`config.mk`:
```
export PLATFORM = sky130hd
export DESIGN_NAME = instruction_fetch_flat
export DESIGN_NICKNAME = d
export VERILOG_FILES = /design/src/rtl/fetch_pkg.sv /design/src/rtl/instruction_fetch_if.sv /design/src/rtl/fetch_watchdog.sv /design/src/rtl/instruction_fetch.sv /design/src/flat_wrapper.sv
export SDC_FILE = /design/constraint.sdc
export NUM_CORES = 1
export LEC_CHECK = 0
export CAP_MARGIN = 40
export CORE_MARGIN = 2
export CORE_UTILIZATION = 45
export CTS_BUF_LIST = sky130_fd_sc_hd__clkbuf_8
export CTS_CLUSTER_SIZE = 16
export DETAILED_ROUTE_END_ITERATION = 7
export PLACE_DENSITY = 0.8
export SLEW_MARGIN = 20
export SYNTH_ARGS = -nofsm -noshare
export SYNTH_HDL_FRONTEND = slang
export SYNTH_HIERARCHICAL = 1
export SYNTH_SLANG_ARGS = --single-unit
```
`constraint.sdc`:
```
create_clock -name clk -period 3.4 [get_ports clk]
set_clock_uncertainty 0.15 [all_clocks]
set_input_delay 0.68 -clock clk [delete_from_list [all_inputs] [get_ports clk]]
set_output_delay 0.68 -clock clk [all_outputs]
set_load 0.05 [all_outputs]
```
`src/rtl/fetch_pkg.sv`:
```
// Shared types and constants for the instruction fetch stage.
package fetch_pkg;

    // Fetch controller states, 2-bit encoded.
    typedef enum logic [1:0] {
        IDLE  = 2'd0,
        FETCH = 2'd1,
        VALID = 2'd2,
        ERROR = 2'd3
    } fetch_state_e;

    // Value loaded into the instruction register at reset and on flush.
    localparam logic [15:0] DEFAULT_NOP_INSTR = 16'h0000;

endpackage : fetch_pkg

```
`src/rtl/instruction_fetch_if.sv`:
```
// Instruction-memory request/acknowledge bus between the fetch stage and memory.
interface instruction_fetch_if #(
    parameter int unsigned INST_W   = 16,
    parameter int unsigned I_ADDR_W = 12
);

    logic                imem_req;    // request, held until acknowledged
    logic [I_ADDR_W-1:0] imem_addr;   // request address, stable while imem_req
    logic                imem_ack;    // response valid
    logic [INST_W-1:0]   imem_rdata;  // instruction word returned with imem_ack

    // Fetch stage side: issues requests, receives data.
    modport master (
        output imem_req,
        output imem_addr,
        input  imem_ack,
        input  imem_rdata
    );

    // Memory side: receives requests, returns data.
    modport slave (
        input  imem_req,
        input  imem_addr,
        output imem_ack,
        output imem_rdata
    );

endinterface : instruction_fetch_if

```
`src/rtl/fetch_watchdog.sv`:
```
// Bus watchdog: counts consecutive cycles a request waits for its acknowledge
// and pulses expire on the cycle the wait reaches TIMEOUT_CYCLES.
// TIMEOUT_CYCLES = 0 disables the watchdog entirely.
module fetch_watchdog #(
    parameter int unsigned TIMEOUT_CYCLES = 16
) (
    input  logic clk,
    input  logic rst_n,
    input  logic count_en,   // request outstanding and not acknowledged this cycle
    input  logic clear,      // acknowledge seen: restart the wait count
    output logic expire      // single-cycle pulse when the limit is reached
);

    localparam int unsigned CNT_W    = (TIMEOUT_CYCLES > 0) ? $clog2(TIMEOUT_CYCLES + 1) : 1;
    localparam int unsigned LAST_INT = (TIMEOUT_CYCLES > 0) ? TIMEOUT_CYCLES - 1 : 0;
    localparam logic [CNT_W-1:0] LAST = CNT_W'(LAST_INT);

    logic [CNT_W-1:0] count_q;
    logic [CNT_W-1:0] count_d;

    // Next wait count and expire pulse; expiry fires during the final waiting cycle.
    always_comb begin
        // NOTE: every output of this block gets a default first so no latch is inferred.
        count_d = count_q;
        expire  = 1'b0;
        if (TIMEOUT_CYCLES == 0 || clear) begin
            count_d = '0;
        end else if (count_en) begin
            if (count_q == LAST) begin
                expire  = 1'b1;
                count_d = '0;
            end else begin
                count_d = count_q + 1'b1;
            end
        end
    end

    // Wait counter register.
    always_ff @(posedge clk or negedge rst_n) begin
        // NOTE: non-blocking assignments here so every flop samples pre-edge values.
        if (!rst_n) begin
            count_q <= '0;
        end else begin
            count_q <= count_d;
        end
    end

endmodule : fetch_watchdog

```
`src/rtl/instruction_fetch.sv`:
```
// Fetch stage: requests the word at pc from instruction memory, holds it in the
// instruction register for the decoder until execute retires it, supports
// flush (redirect) and reports bus faults through a sticky bus_error.
module instruction_fetch
    import fetch_pkg::*;
#(
    parameter int unsigned       INST_W         = 16,
    parameter int unsigned       I_ADDR_W       = 12,
    parameter int unsigned       TIMEOUT_CYCLES = 16,
    parameter logic [INST_W-1:0] NOP_INSTR      = DEFAULT_NOP_INSTR
) (
    input  logic                clk,
    input  logic                rst_n,
    input  logic                fetch_enable,
    input  logic [I_ADDR_W-1:0] pc,
    input  logic                flush,
    input  logic                instr_retire,
    input  logic                error_clear,
    instruction_fetch_if.master imem,
    output logic [INST_W-1:0]   instruction,
    output logic [I_ADDR_W-1:0] instr_pc,
    output logic                instr_valid,
    output logic                bus_error
);

    fetch_state_e        state_q,       state_d;
    logic                imem_req_q,    imem_req_d;
    logic [I_ADDR_W-1:0] imem_addr_q,   imem_addr_d;
    logic [INST_W-1:0]   instruction_q, instruction_d;
    logic [I_ADDR_W-1:0] instr_pc_q,    instr_pc_d;
    logic                instr_valid_q, instr_valid_d;
    logic                bus_error_q,   bus_error_d;
    logic                discard_q,     discard_d;   // in-flight response must be dropped

    logic wd_count_en;
    logic wd_expire;
    logic ack_hit;        // handshake completes this cycle
    logic drop_response;  // response belongs to a flushed request

    assign ack_hit       = imem_req_q & imem.imem_ack;
    assign drop_response = discard_q | flush;
    assign wd_count_en   = imem_req_q & ~imem.imem_ack;

    fetch_watchdog #(
        .TIMEOUT_CYCLES (TIMEOUT_CYCLES)
    ) u_watchdog (
        .clk      (clk),
        .rst_n    (rst_n),
        .count_en (wd_count_en),
        .clear    (imem.imem_ack),
        .expire   (wd_expire)
    );

    // Next-state and datapath decisions for the fetch controller.
    always_comb begin
        state_d       = state_q;
        imem_req_d    = imem_req_q;
        imem_addr_d   = imem_addr_q;
        instruction_d = instruction_q;
        instr_pc_d    = instr_pc_q;
        instr_valid_d = instr_valid_q;
        bus_error_d   = bus_error_q;
        discard_d     = discard_q;

        // An acknowledge with no request outstanding is a protocol fault.
        if (imem.imem_ack && !imem_req_q) begin
            bus_error_d = 1'b1;
        end

        case (state_q)
            IDLE: begin
                if (fetch_enable) begin
                    state_d     = FETCH;
                    imem_req_d  = 1'b1;
                    imem_addr_d = pc;
                end
            end

            FETCH: begin
                if (wd_expire) begin
                    // Memory never answered: abandon the request and park in ERROR.
                    state_d     = ERROR;
                    imem_req_d  = 1'b0;
                    discard_d   = 1'b0;
                    bus_error_d = 1'b1;
                end else if (ack_hit) begin
                    if (drop_response) begin
                        // Stale word from before a flush: drop it and refetch from pc.
                        discard_d = 1'b0;
                        if (fetch_enable) begin
                            imem_addr_d = pc;
                        end else begin
                            imem_req_d = 1'b0;
                            state_d    = IDLE;
                        end
                    end else begin
                        state_d       = VALID;
                        imem_req_d    = 1'b0;
                        instruction_d = imem.imem_rdata;
                        instr_pc_d    = imem_addr_q;
                        instr_valid_d = 1'b1;
                    end
                end else if (flush) begin
                    // The request stays up until acknowledged; only its data is voided.
                    discard_d = 1'b1;
                end
            end

            VALID: begin
                if (flush || instr_retire) begin
                    instr_valid_d = 1'b0;
                    if (flush) begin
                        instruction_d = NOP_INSTR;
                    end
                    if (fetch_enable) begin
                        state_d     = FETCH;
                        imem_req_d  = 1'b1;
                        imem_addr_d = pc;
                    end else begin
                        state_d = IDLE;
                    end
                end
            end

            ERROR: begin
                if (error_clear) begin
                    bus_error_d = 1'b0;
                    state_d     = IDLE;
                end
            end

            default: begin
                state_d    = IDLE;
                imem_req_d = 1'b0;
            end
        endcase
    end

    // Controller state and all registered outputs.
    always_ff @(posedge clk or negedge rst_n) begin
        if (!rst_n) begin
            state_q       <= IDLE;
            imem_req_q    <= 1'b0;
            imem_addr_q   <= '0;
            instruction_q <= NOP_INSTR;
            instr_pc_q    <= '0;
            instr_valid_q <= 1'b0;
            bus_error_q   <= 1'b0;
            discard_q     <= 1'b0;
        end else begin
            state_q       <= state_d;
            imem_req_q    <= imem_req_d;
            imem_addr_q   <= imem_addr_d;
            instruction_q <= instruction_d;
            instr_pc_q    <= instr_pc_d;
            instr_valid_q <= instr_valid_d;
            bus_error_q   <= bus_error_d;
            discard_q     <= discard_d;
        end
    end

    assign imem.imem_req  = imem_req_q;
    assign imem.imem_addr = imem_addr_q;
    assign instruction    = instruction_q;
    assign instr_pc       = instr_pc_q;
    assign instr_valid    = instr_valid_q;
    assign bus_error      = bus_error_q;

endmodule : instruction_fetch

```
`src/flat_wrapper.sv`:
```
// flat-port wrapper written by rule: the top's interface ports become plain ports
module instruction_fetch_flat import fetch_pkg::*;
#(
    parameter int unsigned       INST_W         = 16,
    parameter int unsigned       I_ADDR_W       = 12,
    parameter int unsigned       TIMEOUT_CYCLES = 16,
    parameter logic [INST_W-1:0] NOP_INSTR      = DEFAULT_NOP_INSTR
)
  (clk, rst_n, fetch_enable, pc, flush, instr_retire, error_clear, instruction, instr_pc, instr_valid, bus_error, imem_imem_req, imem_imem_addr, imem_imem_ack, imem_imem_rdata);
  instruction_fetch_if #(.INST_W(INST_W), .I_ADDR_W(I_ADDR_W)) imem_i ();
  input  logic clk;
  input  logic rst_n;
  input  logic fetch_enable;
  input  logic [I_ADDR_W-1:0] pc;
  input  logic flush;
  input  logic instr_retire;
  input  logic error_clear;
  output logic [INST_W-1:0] instruction;
  output logic [I_ADDR_W-1:0] instr_pc;
  output logic instr_valid;
  output logic bus_error;
  output wire logic [$bits(imem_i.imem_req)-1:0] imem_imem_req;
  output wire logic [$bits(imem_i.imem_addr)-1:0] imem_imem_addr;
  input wire logic [$bits(imem_i.imem_ack)-1:0] imem_imem_ack;
  input wire logic [$bits(imem_i.imem_rdata)-1:0] imem_imem_rdata;
  assign imem_imem_req = imem_i.imem_req;
  assign imem_imem_addr = imem_i.imem_addr;
  assign imem_i.imem_ack = imem_imem_ack;
  assign imem_i.imem_rdata = imem_imem_rdata;
  instruction_fetch #(.INST_W(INST_W), .I_ADDR_W(I_ADDR_W), .TIMEOUT_CYCLES(TIMEOUT_CYCLES), .NOP_INSTR(NOP_INSTR)) u_core (.clk(clk), .rst_n(rst_n), .fetch_enable(fetch_enable), .pc(pc), .flush(flush), .instr_retire(instr_retire), .error_clear(error_clear), .imem(imem_i), .instruction(instruction), .instr_pc(instr_pc), .instr_valid(instr_valid), .bus_error(bus_error));
endmodule
```
# == After elaboration in Yosys (flattened, before gate mapping) ==
# Index checks and enable logic that the tools add are counted.
# totals
regBits,51
in_bits,35
output_inout_bits,43
elab_cells,93
# op_classes
n_addsub,1
n_eq_ne,15
n_mux,47
bitwise,6
n_reduce_logical,15
# op_table
op,n
16-bit two-way mux,5
12-bit two-way mux,5
12-bit one-hot mux with 3 select lines,1
16-bit one-hot mux with 2 select lines,1
1-bit two-way mux,21
5-bit two-way mux,3
5-bit AND reduction,3
2-bit two-way mux,7
"2-bit != test, second input constant",5
2-bit one-hot mux with 4 select lines,1
4-bit AND reduction,2
"2-bit by 1-bit != test with 1-bit output, second input constant",3
6-bit AND reduction,1
3-bit nonzero test,2
"5-bit by 1-bit adder with 5-bit output, second input constant",1
"5-bit by 4-bit equality test with 1-bit output, second input constant",1
"2-bit equality test, second input constant",2
"4-bit != test, second input constant",1
1-bit one-hot mux with 2 select lines,2
2-bit nonzero test,2
"3-bit by 2-bit != test with 1-bit output, second input constant",1
"3-bit != test, second input constant",1
1-bit inverter,3
1-bit one-hot mux with 3 select lines,1
other kinds (8),9

# == Depth between registers and ports, before layout ==
# Gate-level depths: netlist of run 1.
# depth
depth_word,6
depth_mapped,10
mapped_depth_nobuf,8

# == Modules after synthesis ==
# The synthesis of run 1 kept the hierarchy.
# by_module_without_submodules
module,instances,cells_per_inst,area_per_inst_um2,seq_area_each_um2
instruction_fetch,1,194,1974.4,1151.1
fetch_watchdog,1,23,242.7,125.1

# == Worst setup path before layout of run 1 ==
# OpenSTA, ideal clock, no wires.
# synth_path
kind,register to register
start,"register u_core.imem_req_q, in the netlist u_core/imem.imem_req"
end,"register u_core.imem_addr_q[10], in the netlist u_core/imem.imem_addr[10]"
setup_time_ns,0.128
t_arrival_ns,2.400
t_required_ns,3.122
slack_ns,0.723
path_stages_with_launch,10
n_path_buf,1
period_less_slack_ns,2.677
path_cell_list,dfrtp_1 -> inv_1 -> nor2_1 -> nand4_1 -> nor3_1 -> nand3b_2 -> o21ai_1 -> nand2_1 -> buf_2 -> mux2_1
# synth_between
elab_chain_len,5
word_cells_on_any_way,7
cone_classes,eq/ne (2); mux (2); bitwise (2); reduce/logical (1)
# synth_lines
element,line_no,source
"start, declared",instruction_fetch.sv:27,"logic imem_req_q, imem_req_d;"
"start signal, assigned",instruction_fetch.sv:152,imem_req_q <= imem_req_d;
1-bit bitwise AND,instruction_fetch.sv:42,assign wd_count_en = imem_req_q & ~imem.imem_ack;
net u_core.wd_count_en,instruction_fetch.sv:35,logic wd_count_en;
1-bit two-way mux,fetch_watchdog.sv:28,end else if (count_en) begin
1-bit two-way mux,fetch_watchdog.sv:26,if (TIMEOUT_CYCLES == 0 || clear) begin
net u_core.wd_expire,instruction_fetch.sv:36,logic wd_expire;
2-bit != test (no source line),-,
5-bit AND reduction (no source line),-,
"end signal, assigned",instruction_fetch.sv:153,imem_addr_q <= imem_addr_d;
"end, declared",instruction_fetch.sv:28,"logic [I_ADDR_W-1:0] imem_addr_q, imem_addr_d;"
# The timed path passes the listed nets, and every way through them passes these cells.
# A chain may end at the register's enable or synchronous reset.

# == Worst setup path after layout of run 1 ==
# layout_path
start,input port imem_imem_ack
end,"register u_core.imem_addr_q[5], in the netlist u_core/imem.imem_addr[5]"
# layout_between
elab_chain_len,6
word_cells_on_any_way,8
cone_classes,eq/ne (2); mux (2); bitwise (3); reduce/logical (1)
# layout_lines
element,line_no,source
"start, declared",flat_wrapper.sv:24,input wire logic [$bits(imem_i.imem_ack)-1:0] imem_imem_ack;
1-bit inverter,instruction_fetch.sv:42,
1-bit bitwise AND,instruction_fetch.sv:42,
net u_core.wd_count_en,instruction_fetch.sv:35,
1-bit two-way mux,fetch_watchdog.sv:28,
1-bit two-way mux,fetch_watchdog.sv:26,
net u_core.wd_expire,instruction_fetch.sv:36,
2-bit != test (no source line),-,
5-bit AND reduction (no source line),-,
# The timed path passes the listed nets, and every way through them passes these cells.

==> results by group, run 1 <==
Outcome
  • Status: finished clean

Clock tree
  • Max clock buf depth: 2
  • Hold_buf cts: 0
  • CTS tree: yes
  • Post-CTS setup buffers: 0
  • Worst skew pair latency: 0.30 ns
  • Root buf cell: clkbuf_8
  • Sink Count: 51
  • CTS buffer count: 5
  • CTS H-Tree Depth: 2
  • Worst-path clk slew: about 0.080 ns
  • Post-cts sizing count: 0

Worst setup path
  • CP Cell Sequence: clkdlybuf4s50_1 -> nor2_1 -> nand4_1 -> nor3_1 -> nand3b_2 -> o21ai_1 -> nand2_1 -> buf_4 -> mux2_1
  • R2R depth: 9
  • RR Startpoint: u_core/imem.imem_req
  • Worst EP arrival: around 2.7 ns
  • WS Path Type: in2reg
  • Reg-to-reg slack, setup: between 1 and 1.5 ns
  • Worst-path maximum fanout: 10
  • Slowest cell on crit path: clkdlybuf4s50_1
  • Cell count along the critical path: 9
  • Crit-path max cell delay: between 0.4 and 0.5 ns
  • WP data required: between 3 and 4 ns
  • Buf/Inv on CP: 2
  • Worst setup EP type: flop
  • CP Launch Type: primary input
  • Largest delay share family, worst path: simple AND/OR/NAND/NOR gates
  • FF-to-FF End: u_core/imem.imem_addr[5]

Drt
  • TritonRoute pass-1 iters: 4
  • Vias per std cell: 4.95
  • Wire per inst: 13.3 um
  • Iter 0 DRT Violations: 76
  • DRC Markers: 0
  • Via count: 1,805
  • DRT antenna net count: 0
  • Drt total wl: 4870 um

Pwr
  • Sw Pwr: 1.30 mW
  • Pleak: 1.44 nW
  • Net Sw Frac: 0.462
  • Logic gate share of total power: 0.521
  • VDD IR max: 0.575 mV
  • Power per cell area: 891 nW/um2
  • Sequential share of power: 0.347
  • Power Total: roughly 2.8 mW
  • Clk pwr share: 0.132
  • Internal: 1.52 mW

Layout
  • Area grow syn2layout: 42.7%
  • NumNets Final: 333
  • ANT cells: 0
  • Final non-filler cell total: 365
  • Total non-filler cell area in the finished layout: about 3200 um2
  • Share of layout cells above drive strength 1: 0.0940

Logic synthesis
  • Mean post-synth cell area: roughly 10 um2
  • Yosys warns: 6
  • Post-synth top flop: dfrtp_1
  • Register area share after synthesis: 0.576
  • Syn Inst Count: 217
  • Syn Nets: about 250
  • Post-synth EDFFs: 0
  • Syn Std Cell Area: approximately 2200 um2
  • Yosys cell types: 40
  • Synth Register Bits: 51
  • Async S/R FF share, synth: 1.00

STA
  • Worst-margin pin slew: 0.682 ns
  • Final worst setup slack: 0.743 ns
  • Tmin final: 2.66 ns
  • Final setup violation count: 0
  • Fin Setup TNS: 0 ns
  • Final period util: 0.781
  • Pins Over Slew Limit: 0
  • Fmax: 376 MHz
  • Final Hold Vio Count: 0
  • Slew headroom: 0.544
  • RSZ-0062 raised after global routing: no

Placed design
  • Placed cells: 357
  • Port bufs: 77
  • Placer Congestion: 0.787
  • Dpl cell area: 3060 um2
  • Setup WS pre-CTS: 0.410 ns
  • Final HPWL DP: 3550 um

Die
  • Initial Util: 0.469
  • Die X: 74.2 um
  • Core area: 4720 um2
  • DIE AREA: 5500 um2
  • # rows: 25
  • Number of I/O pins: 78
  • Die Span Y: 74.2 um

GRT
  • Largest net degree at the start of global routing: 29
  • Total GRT Usage: 0.187
  • Initial antenna violation count: 0
  • Number of global-route vias before repair: between 1,500 and 2,000
  • First-pass GRT wire length: 7800 um
  • Overflow after GRT: 0

Hold path
  • Hold Path Class: in2async

Flow run
  • Max-Cap Viols: 0
## per-stage QoR
| step | util | hold slack, ns |
|---|---|---|
| 6_report | 0.670 | 0.233 |
| 5_1_grt | 0.670 | 0.263 |
| 4_1_cts | 0.670 | 0.237 |
| 3_5_place_dp | 0.648 | 0.311 |
| 3_3_place_gp | 0.644 | 0.307 |
| 2_1_floorplan | - | 0.234 |
## registers in the layout, summed over array words and instances, names as in the netlist
signal / count
u_core/bus_error: 1
u_core/imem.imem_addr: 12
u_core/state_q: 2
u_core/u_watchdog/count_q: 5
u_core/discard_q: 1
u_core/instr_valid: 1
u_core/imem.imem_req: 1
u_core/instr_pc: 12
u_core/instruction: 16
## cell families (layout without fill, tap and decap cells)
logic type	after synthesis	after routing	synth area share
adders and majority gates	1	1	0.00564
DFF	51	51	0.576
AOI/OAI and AO/OA	20	20	0.0581
and+or+nand+nor	118	118	0.253
buffers and inverters	13	94	0.0384
muxes	12	12	0.0609
xor gates and xnor gates	2	2	0.00790
## routing by layer
metal  share of wire  global-route usage
met5               0                   0
met4          0.0070              0.0545
met3           0.077              0.0610
met2            0.48               0.313
met1            0.44               0.232
## how the worst max path moves through the flow
stage,startpoint,slack [ns],to
after CTS,imem_imem_ack,0.73,u_core/imem.imem_addr[6]
after floorplan,u_core/imem.imem_req,0.72,u_core/imem.imem_addr[10]
after global routing,imem_imem_ack,0.54,u_core/imem.imem_addr[2]
after global placement,imem_imem_ack,0.50,u_core/imem.imem_addr[11]
final,imem_imem_ack,0.74,u_core/imem.imem_addr[5]
after detailed placement,imem_imem_ack,0.41,u_core/imem.imem_addr[6]
## power by group through the flow
stage / Combinational, mW / Clock [mW] / Sequential (mW)
floorplan: 0.332 / 0 / 1.61
global placement: 1.46 / 0 / 0.985
detailed placement: 1.48 / 0 / 0.989
CTS: 1.48 / 0.389 / 0.978
global route: 1.55 / 0.414 / 1.01
finish: 1.47 / 0.372 / 0.978
## layout make-up
| class | instances | area (um2) |
|---|---|---|
| clock inverter | 1 | 7.51 |
| multi-input combinational | 153 | 862 |
| tap | 67 | 83.8 |
| timing repair buffer | 84 | 831 |
| fill | 381 | 1560 |
| sequential | 51 | 1280 |
| inverter | 2 | 7.51 |
| clock buffer | 7 | 96.3 |
## layout by cell type (no fill, tap or decap), types with 2 or more instances in the layout
cell	netlist	final
nor2b_1	2	2
nand3_2	8	8
nor3_1	3	3
buf_4	1	6
nand3_1	11	11
dfrtp_1	51	51
mux2_1	10	10
nor2_1	6	6
a21oi_1	6	6
inv_1	2	2
clkdlybuf4s50_1	0	76
mux2_2	2	2
a31oi_1	2	2
clkbuf_8	0	7
nand2_1	75	75
o21ai_0	3	3
nand2b_1	4	4
## cells in the mapped netlist (all sizes together) (2+ instances only)
cell | n | share of area
a21oi | 6 | 0.014
a31oi | 2 | 0.0056
buf | 9 | 0.032
clkbuf | 2 | 0.0034
dfrtp | 51 | 0.58
inv | 2 | 0.0034
mux2 | 12 | 0.061
nand2 | 75 | 0.13
nand2b | 4 | 0.011
nand3 | 19 | 0.061
nor2 | 6 | 0.010
nor2b | 2 | 0.0056
nor3 | 3 | 0.0068
o21ai | 4 | 0.0090
## worst register-to-register path, delay by kind of cell (launching register included)
family / cells / cell delay [ns]
compound gates: 1 / 0.09
buf+inv: 2 / 0.30
flops: 1 / 0.46
mux: 1 / 0.33
simple gates: 5 / 0.94
Power figures use the tool's default switching activity.
==> run 2, diff against run 1 <==
--- a/config.mk
+++ b/config.mk
@@ -7,11 +7,11 @@
 export LEC_CHECK = 0
 export CAP_MARGIN = 40
 export CORE_MARGIN = 2
-export CORE_UTILIZATION = 45
+export CORE_UTILIZATION = 42
 export CTS_BUF_LIST = sky130_fd_sc_hd__clkbuf_8
 export CTS_CLUSTER_SIZE = 16
 export DETAILED_ROUTE_END_ITERATION = 7
-export PLACE_DENSITY = 0.8
+export PLACE_DENSITY = 0.78
 export SLEW_MARGIN = 20
 export SYNTH_ARGS = -nofsm -noshare
 export SYNTH_HDL_FRONTEND = slang
==> constraint.sdc (replaced) <==
create_clock -name clk -period 2.4 [get_ports clk]
set_clock_uncertainty 0.15 [all_clocks]
set_input_delay 0.48 -clock clk [delete_from_list [all_inputs] [get_ports clk]]
set_output_delay 0.48 -clock clk [all_outputs]
set_load 0.05 [all_outputs]
==> results by group, run 2 (synthesis results as in run 1) <==
Outcome
  • Status: finished clean

Layout
  • Fillers: 441
  • ANT cells: 0
  • Commonest non-fill, non-tap cells in the layout: clkdlybuf4s50_1, nand2_1, dfrtp_1
  • Final non-filler cell total: 375
  • NumNets Final: 340
  • Max reg flops: 16
  • Share of layout cells above drive strength 1: 0.128
  • Commonest non-fill, non-tap cell in the layout: clkdlybuf4s50_1
  • Area grow syn2layout: 47.5%

Drt
  • DRC Markers: 0
  • Max Used Layer: met4
  • Vias per std cell: roughly 5
  • Iter 0 DRT Violations: ~110
  • Drt total wl: roughly 5200 um
  • Met1 wire length: 2320 um
  • DRT antenna net count: 0
  • Wire per inst: 13.9 um
  • Met2 WL: around 2600 um
  • TritonRoute pass-1 iters: 4
  • DR WL met3: 265 um
  • Via count: 1,873

Placed design
  • Final HPWL DP: 3860 um
  • Placed cells: approximately 370
  • Placer Congestion: 0.940
  • Setup WS pre-CTS: -0.259 ns
  • Port bufs: 77

STA
  • Final period util: 0.949
  • Final setup violation count: 0
  • Slew headroom: 0.643
  • Fmax: 439 MHz
  • Tmin final: approximately 2.3 ns
  • Final worst setup slack: 0.122 ns
  • Final Hold Vio Count: 0
  • RSZ-0062 raised after global routing: no
  • Pins Over Slew Limit: 0
  • Worst-margin pin slew: 0.536 ns

Worst setup path
  • WP data required: 2.44 ns
  • Worst EP arrival: 2.32 ns
  • Largest delay share family, worst path: simple AND/OR/NAND/NOR gates
  • CP Launch Type: primary input
  • Reg-to-reg slack, setup: 0.16 ns
  • FF-to-FF End: u_core/instruction[6]
  • Buf/Inv on CP: 2
  • Worst setup EP type: flop
  • CP Cell Sequence: clkdlybuf4s50_1 -> nor2_2 -> nand4_1 -> nor3_2 -> nand3b_2 -> or4_4 -> buf_4 -> nand3_1 -> nand2_1
  • WS Path Type: in2reg
  • Worst-path maximum fanout: 13
  • Crit-path max cell delay: 0.52 ns
  • Slowest cell on crit path: or4_4
  • RR Startpoint: u_core/u_watchdog/count_q[0]
  • R2R depth: 8

Pwr
  • VDD IR max: 0.772 mV
  • Pleak: 1.49 nW
  • Power per cell area: 1250 nW/um2

GRT
  • First-pass GRT wire length: about 8700 um
  • Overflow after GRT: 0
  • Initial antenna violation count: 0
  • Number of global-route vias before repair: between 1,500 and 2,000
  • Largest net degree at the start of global routing: 30
  • Total GRT Usage: 0.184

Clock tree
  • Max clock buf depth: 2
  • CTS buffer count: 5
  • Sink Count: between 50 and 60
  • CTS tree: yes
  • Hold_buf cts: 0
  • Worst-path clk slew: around 0.090 ns
  • Post-cts sizing count: 0
  • Post-CTS setup buffers: 0
  • CTS H-Tree Depth: 2
  • Worst skew pair latency: 0.30 ns
  • Root buf cell: clkbuf_8

Die
  • # rows: 26
  • Die X: 76.7 um
  • Number of I/O pins: 78
  • DIE AREA: 5880 um2
  • Die Span Y: 76.7 um
  • Initial Util: 0.434
  • Core area: 5110 um2

Hold path
  • Hold Path Class: in2async

Flow run
  • Max-Cap Viols: 0
## run 2: changes by cell type in the layout (fill, tap and decap cells not counted), sizes merged
cell	change
buf	+7
clkbuf	-2
clkinv	+2
bufinv	+1
clkinvlp	-1
## run 2: stage by stage
stage	cell area, um2	util	total power, mW	hold slack (ns)	setup TNS (ns)
finish	3270	0.640	4.10	0.00973	0
global placement	3150	0.617	3.50	0.311	-4.41
global route	3270	0.640	4.31	0.0393	0
floorplan	2230	-	2.75	0.0344	0
detailed placement	3150	0.617	3.54	0.321	-6.75
CTS	3260	0.639	4.14	0.0219	0
## run 2: worst register-to-register path: stages (launching register included)
cell and delay [ns]:
dfrtp_1 0.42, ha_1 0.25, nand4_1 0.14, nor3_2 0.05
nand3b_2 0.25, or4_4 0.52, buf_4 0.21, nand3_1 0.10
nand2_1 0.05
## run 2: layer usage
| metal | track usage | vias to the layer above |
|---|---|---|
| met5 | 0 | - |
| met4 | 0.0673 | 0 |
| met3 | 0.0376 | 4 |
| met2 | 0.296 | 60 |
| met1 | 0.248 | 909 |
| li1 | - | 900 |
## run 2: how the worst max path moves through the flow
stage	from	end	slack, ns	depth (start not counted)
floorplan	u_core/imem.imem_req	u_core/imem.imem_addr[10]	0.07	9
global placement	imem_imem_ack	u_core/instruction[10]	-0.16	9
detailed placement	imem_imem_ack	u_core/instruction[10]	-0.26	9
CTS	imem_imem_ack	u_core/instruction[10]	0.07	9
global route	imem_imem_ack	u_core/instruction[6]	0.02	9
finish	imem_imem_ack	u_core/instruction[6]	0.12	9
## run 2: area by class of cell
type	instances	area, um2	area share
timing repair buffer	91	912	0.279
tap	70	87.6	0.0268
clock buffer	5	68.8	0.0210
multi-input combinational	153	873	0.267
inverter	2	7.51	0.00230
sequential	51	1280	0.391
clock inverter	3	43.8	0.0134
## run 2: report_power, final
part / internal [mW] / switching [mW]
clock: 0.311 / 0.276
sequential: 1.16 / 0.245
combinational: 0.760 / 1.36
total: 2.23 / 1.88
==> patch 1: new RTL, flow settings as in run 2 <==
`TIMEOUT_CYCLES` is set to 16 in 3 places; all go to 32.
--- a/src/rtl/fetch_watchdog.sv
+++ b/src/rtl/fetch_watchdog.sv
@@ -4,3 +4,3 @@
 module fetch_watchdog #(
-    parameter int unsigned TIMEOUT_CYCLES = 16
+    parameter int unsigned TIMEOUT_CYCLES = 32
 ) (
--- a/src/rtl/instruction_fetch.sv
+++ b/src/rtl/instruction_fetch.sv
@@ -8,3 +8,3 @@
     parameter int unsigned       I_ADDR_W       = 12,
-    parameter int unsigned       TIMEOUT_CYCLES = 16,
+    parameter int unsigned       TIMEOUT_CYCLES = 32,
     parameter logic [INST_W-1:0] NOP_INSTR      = DEFAULT_NOP_INSTR
--- a/src/flat_wrapper.sv
+++ b/src/flat_wrapper.sv
@@ -5,3 +5,3 @@
     parameter int unsigned       I_ADDR_W       = 12,
-    parameter int unsigned       TIMEOUT_CYCLES = 16,
+    parameter int unsigned       TIMEOUT_CYCLES = 32,
     parameter logic [INST_W-1:0] NOP_INSTR      = DEFAULT_NOP_INSTR
Formal check against the unedited RTL: same outputs for any inputs over 4 cycles, from zero or initial values and one cycle with rst_n low; that may be too few to reach the edited logic, so the function may still have changed.
==> patch 1 against run 2 <==
Maximum frequency shrank 0.49%. Critical path depth stayed put. Design area rose by 2.4%. First-iteration DRC count is 14% lower. Worst setup slack lost 11 ps. Sequential cell count increased by 1. Power is 0.57% lower. Wire length grew 2.0%. Die area is 2.7% higher. Hold slack improved by 120 ps. Core utilization up 0.74 points. Area after synthesis rose by 2.9%. Highest routed layer unchanged.
==> patch 1: results (changes against run 2) <==
synth:
  synth_cells: 223  # was 217
  yosys_warnings: 6  # unchanged
  ys_seq_area_share_pct: 57.0  # was 57.6%
  synth_compound_area_share_pct: 5.60  # was 5.81%
  synthMuxAreaShare_pct: 6.36  # was 6.09%
  synthTopCellsByCount: "nand2_1 (76), dfrtp_1 (52), mux2_1 (10)"  # was nand2_1 (75), dfrtp_1 (51), nand3_1 (11)
  synthAdderAreaFrac_pct: 0.549  # was 0.564%
  syn_nets: 259  # was 253
  synthTopCellsByArea: "dfrtp_1 (57%), nand2_1 (13%), mux2_1 (4.9%)"  # was dfrtp_1 (58%), nand2_1 (13%), mux2_1 (5.1%)
  synth-xor-area-share_pct: 1.54  # was 0.790%
finish:
  seq_area_um2: 1300  # was 1280 µm²
  nNetsFinal: 346  # was 340
  buf_share_pct: 27.7  # was 27.9%
  clock_buffers: 6  # was 5
  buffers: 92  # was 91
  multi_input_gates: 157  # was 153
  stdcell_area_um2: 3350  # was 3270 µm²
  drive_above_1_share_pct: 13.5  # was 12.8%
  stdcell_count: 381  # was 375
  area_delta_synth_final_pct: 46.9  # was 47.5%
  multi_input_area_um2: 928  # was 873 µm²
  nFillCells: 434  # was 441
  design.seq.count: 52  # was 51
  clock_tree_area_fraction_pct: 2.88  # was 3.44%
placement:
  place.gp.congestion: 0.832  # was 0.940
  io_buffers: 77  # unchanged
  dpl.hpwl_um: 3770  # was 3860 µm
  dpl_cell_area_um2: 3250  # was 3150 µm²
  place_ws_ps: -221  # was -259 ps
  dp_cells: 373  # was 367
global_routing:
  use_met2_pct: 29.3  # was 29.6%
  grt_pass1_wl_um: 9020  # was 8700 µm
  use_met1_pct: 25.4  # was 24.8%
  first_global_vias: 1822  # was 1,821
  grt_max_degree: 53  # was 30
  met3_usage_pct: 4.65  # was 3.76%
  grt_usage_pct: 18.9  # was 18.4%
detailed_routing:
  wire_per_inst_um: 14.0  # was 13.9 µm
  top_layer: "met4"  # unchanged
  met3_length_um: 295  # was 265 µm
  wl_met1_um: 2430  # was 2320 µm
  dr_total_vias: 1887  # was 1,873
  first_iter_violations: 93  # was 108
  dr.pass1.iters: 4  # unchanged
  dr_wl_met2_um: 2540  # was 2580 µm
worst_setup_path:
  r2r_slack_ps: 220  # was 160 ps
  worstPathMaxFanout: 10  # was 13
  max_stage_delay_ps: 430  # was 520 ps
  slowest_stage: "clkdlybuf4s50_1"  # was or4_4
hold_path:
  hold_class: "input port to async pin"  # unchanged
timing:
  setup_ws_ps: 111  # was 122 ps
  slew_headroom_pct: 53.2  # was 64.3%
  hold_ws_ps: 129  # was 9.73 ps
power:
  peakVddDrop_mv: 0.796  # was 0.772 mV
  leakage_nw: 1.52  # was 1.49 nW
  p_sw_share_pct: 46.4  # was 45.7%
clock_network:
  cts_setup_buffers: 0  # unchanged
  cts_root_buf: "clkbuf_8"  # unchanged
status:
  status: "finished clean"  # unchanged
[patch 1: power groups by stage]
stage	sequential, mW	clock (mW)	combinational, mW
finish	1.40	0.528	2.16
global route	1.45	0.585	2.27
CTS	1.40	0.538	2.17
detailed placement	1.41	0	2.17
global placement	1.41	0	2.14
floorplan	2.30	0	0.493
[patch 1: final timing paths]
path,depth (start not counted),to,from
worst max-delay path,9,u_core/imem.imem_addr[6]$_DFFE_PN0P_,imem_imem_ack
worst min-delay path,2,u_core/u_watchdog/count_q[3]$_DFFE_PN0P_,rst_n
worst max register to register,8,u_core/imem.imem_addr[6]$_DFFE_PN0P_,u_core/u_watchdog/count_q[0]$_DFFE_PN0P_
worst min register to register,2,u_core/instr_pc[5]$_DFFE_PN0P_,u_core/instr_pc[5]$_DFFE_PN0P_
max in group asynchronous,2,u_core/imem.imem_req$_DFFE_PN0P_,rst_n
min in group clk,2,u_core/instr_pc[5]$_DFFE_PN0P_,u_core/instr_pc[5]$_DFFE_PN0P_
==> patch 2: new RTL, settings of run 2 <==
Made on the original files. Re-encode `fetch_state_e` (4 states) as one-hot, 4 bits wide.
--- a/src/rtl/fetch_pkg.sv
+++ b/src/rtl/fetch_pkg.sv
@@ -4,7 +4,7 @@
     // Fetch controller states, 2-bit encoded.
-    typedef enum logic [1:0] {
-        IDLE  = 2'd0,
-        FETCH = 2'd1,
-        VALID = 2'd2,
-        ERROR = 2'd3
+    typedef enum logic [3:0] {
+        IDLE  = 4'b0001,
+        FETCH = 4'b0010,
+        VALID = 4'b0100,
+        ERROR = 4'b1000
     } fetch_state_e;
Function: same outputs for any inputs over 4 cycles, from zero or initial values and one cycle with rst_n low; so few cycles prove little.
==> patch 2 against run 2 <==
Sequential cell count grew 2. Count of clock-buffer cells in the layout stayed put. Sequential power is 6% higher. Critical path depth shrank 2. Wire length rose by 1.3%. Hold slack improved by 8.5 ps. Via count is 0.64% lower. Design area rose by 6.0%. First-iteration DRC count decreased by 31%. Power increased by 13%. Sequential share of layout area down 0.72 points. Worst setup slack got worse by 47 ps. Area after synthesis increased by 4.7%. Critical path type unchanged. Largest power group unchanged.
==> patch 2: results (changes against run 2) <==
global_routing:
  first_global_vias: 1853  # was 1,821
  use_met1_pct: 23.3  # was 24.8%
  grt_max_degree: 27  # was 30
  met3_usage_pct: 4.48  # was 3.76%
  grt_pass1_wl_um: 8600  # was 8700 µm
  grt_usage_pct: 17.7  # was 18.4%
  grt_antenna_before_repair: 0  # unchanged
  use_met2_pct: 29.4  # was 29.6%
power:
  peakVddDrop_mv: 0.830  # was 0.772 mV
  leakage_nw: 1.54  # was 1.49 nW
  seq_power_mw: 1.48  # was 1.40 mW
  clock_power_share_pct: 15.1  # was 14.3%
  p_sw_share_pct: 44.3  # was 45.7%
finish:
  nNetsFinal: 329  # was 340
  largest_register_ffs: 16  # unchanged
  drive_above_1_share_pct: 22.8  # was 12.8%
  stdcell_count: 366  # was 375
  nFillCells: 445  # was 441
synth:
  syn_nets: 233  # was 253
  synth_cells: 197  # was 217
  synthTopCellsByArea: "dfrtp_1 (56%), mux2_2 (12%), o21ai_0 (4.7%)"  # was dfrtp_1 (58%), nand2_1 (13%), mux2_1 (5.1%)
  ys_types: 41  # was 40
  ys_seq_area_share_pct: 57.2  # was 57.6%
  synthTopCellsByCount: "dfrtp_1 (52), mux2_2 (24), o21ai_0 (22)"  # was nand2_1 (75), dfrtp_1 (51), nand3_1 (11)
  yosys_warnings: 6  # unchanged
detailed_routing:
  vias_per_cell: 5.08  # was 4.99
  wl_met1_um: 2300  # was 2320 µm
  first_iter_violations: 74  # was 108
  dr_wl_met2_um: 2650  # was 2580 µm
  wirelength_um: 5290  # was 5220 µm
  met3_length_um: 276  # was 265 µm
worst_setup_path:
  cp.arrival_ps: 2360  # was 2320 ps
  worstPathMaxFanout: 12  # was 13
placement:
  dpl.hpwl_um: 3860  # about the same
  place.gp.congestion: 0.808  # was 0.940
  dp_cells: 357  # was 367
  place_ws_ps: -226  # was -259 ps
status:
  status: "finished clean"  # unchanged
timing:
  slew_headroom_pct: 61.5  # was 64.3%
## patch 2: changes by cell type after synthesis, moves of 3 or more
cell,before,now
a21oi_1,6,3
inv_1,2,17
mux2_1,10,0
mux2_2,2,24
nand2_1,75,5
nand3_1,11,19
nand3_2,8,0
o21ai_0,3,22
## patch 2: final timing paths
kind,cells after the start,from,endpoint,slack (ps)
max,7,imem_imem_ack,u_core/imem.imem_addr[8]$_DFFE_PN0P_,80
min,1,rst_n,u_core/u_watchdog/count_q[3]$_DFFE_PN0P_,20
max reg2reg,6,u_core/u_watchdog/count_q[0]$_DFFE_PN0P_,u_core/imem.imem_addr[8]$_DFFE_PN0P_,130
min reg2reg,1,u_core/instr_pc[2]$_DFFE_PN0P_,u_core/instr_pc[2]$_DFFE_PN0P_,360
max in group asynchronous,2,rst_n,u_core/instr_pc[0]$_DFFE_PN0P_,1430
min in group clk,1,u_core/instr_pc[2]$_DFFE_PN0P_,u_core/instr_pc[2]$_DFFE_PN0P_,360
## patch 2: repair_timing
action	CTS	global route
gates resized for setup	0	2
endpoints found under the setup margin	0	22
setup buffers	0	1
## patch 2: cell families after synthesis
group,count (synthesis),synth area share [%]
AND/OR/NAND/NOR,53,14.6
flip-flops,53,57.2
AO/OA/AOI/OAI,35,9.00
buffers and inverters,27,5.55
multiplexers,24,11.6
XOR/XNOR,4,1.51
adder cells (fa/ha/maj),1,0.539
## patch 2: area by class of cell
| cell class | instances | area (µm²) | area share (%) |
|---|---|---|---|
| Timing Repair Buffer | 99 | 968 | 27.9 |
| Clock buffer | 5 | 68.8 | 1.99 |
| Clock inverter | 3 | 65.1 | 1.88 |
| Sequential cell | 53 | 1330 | 38.3 |
| Inverter | 17 | 63.8 | 1.84 |
| Tap cell | 72 | 90.1 | 2.60 |
| Multi-Input combinational cell | 117 | 881 | 25.4 |
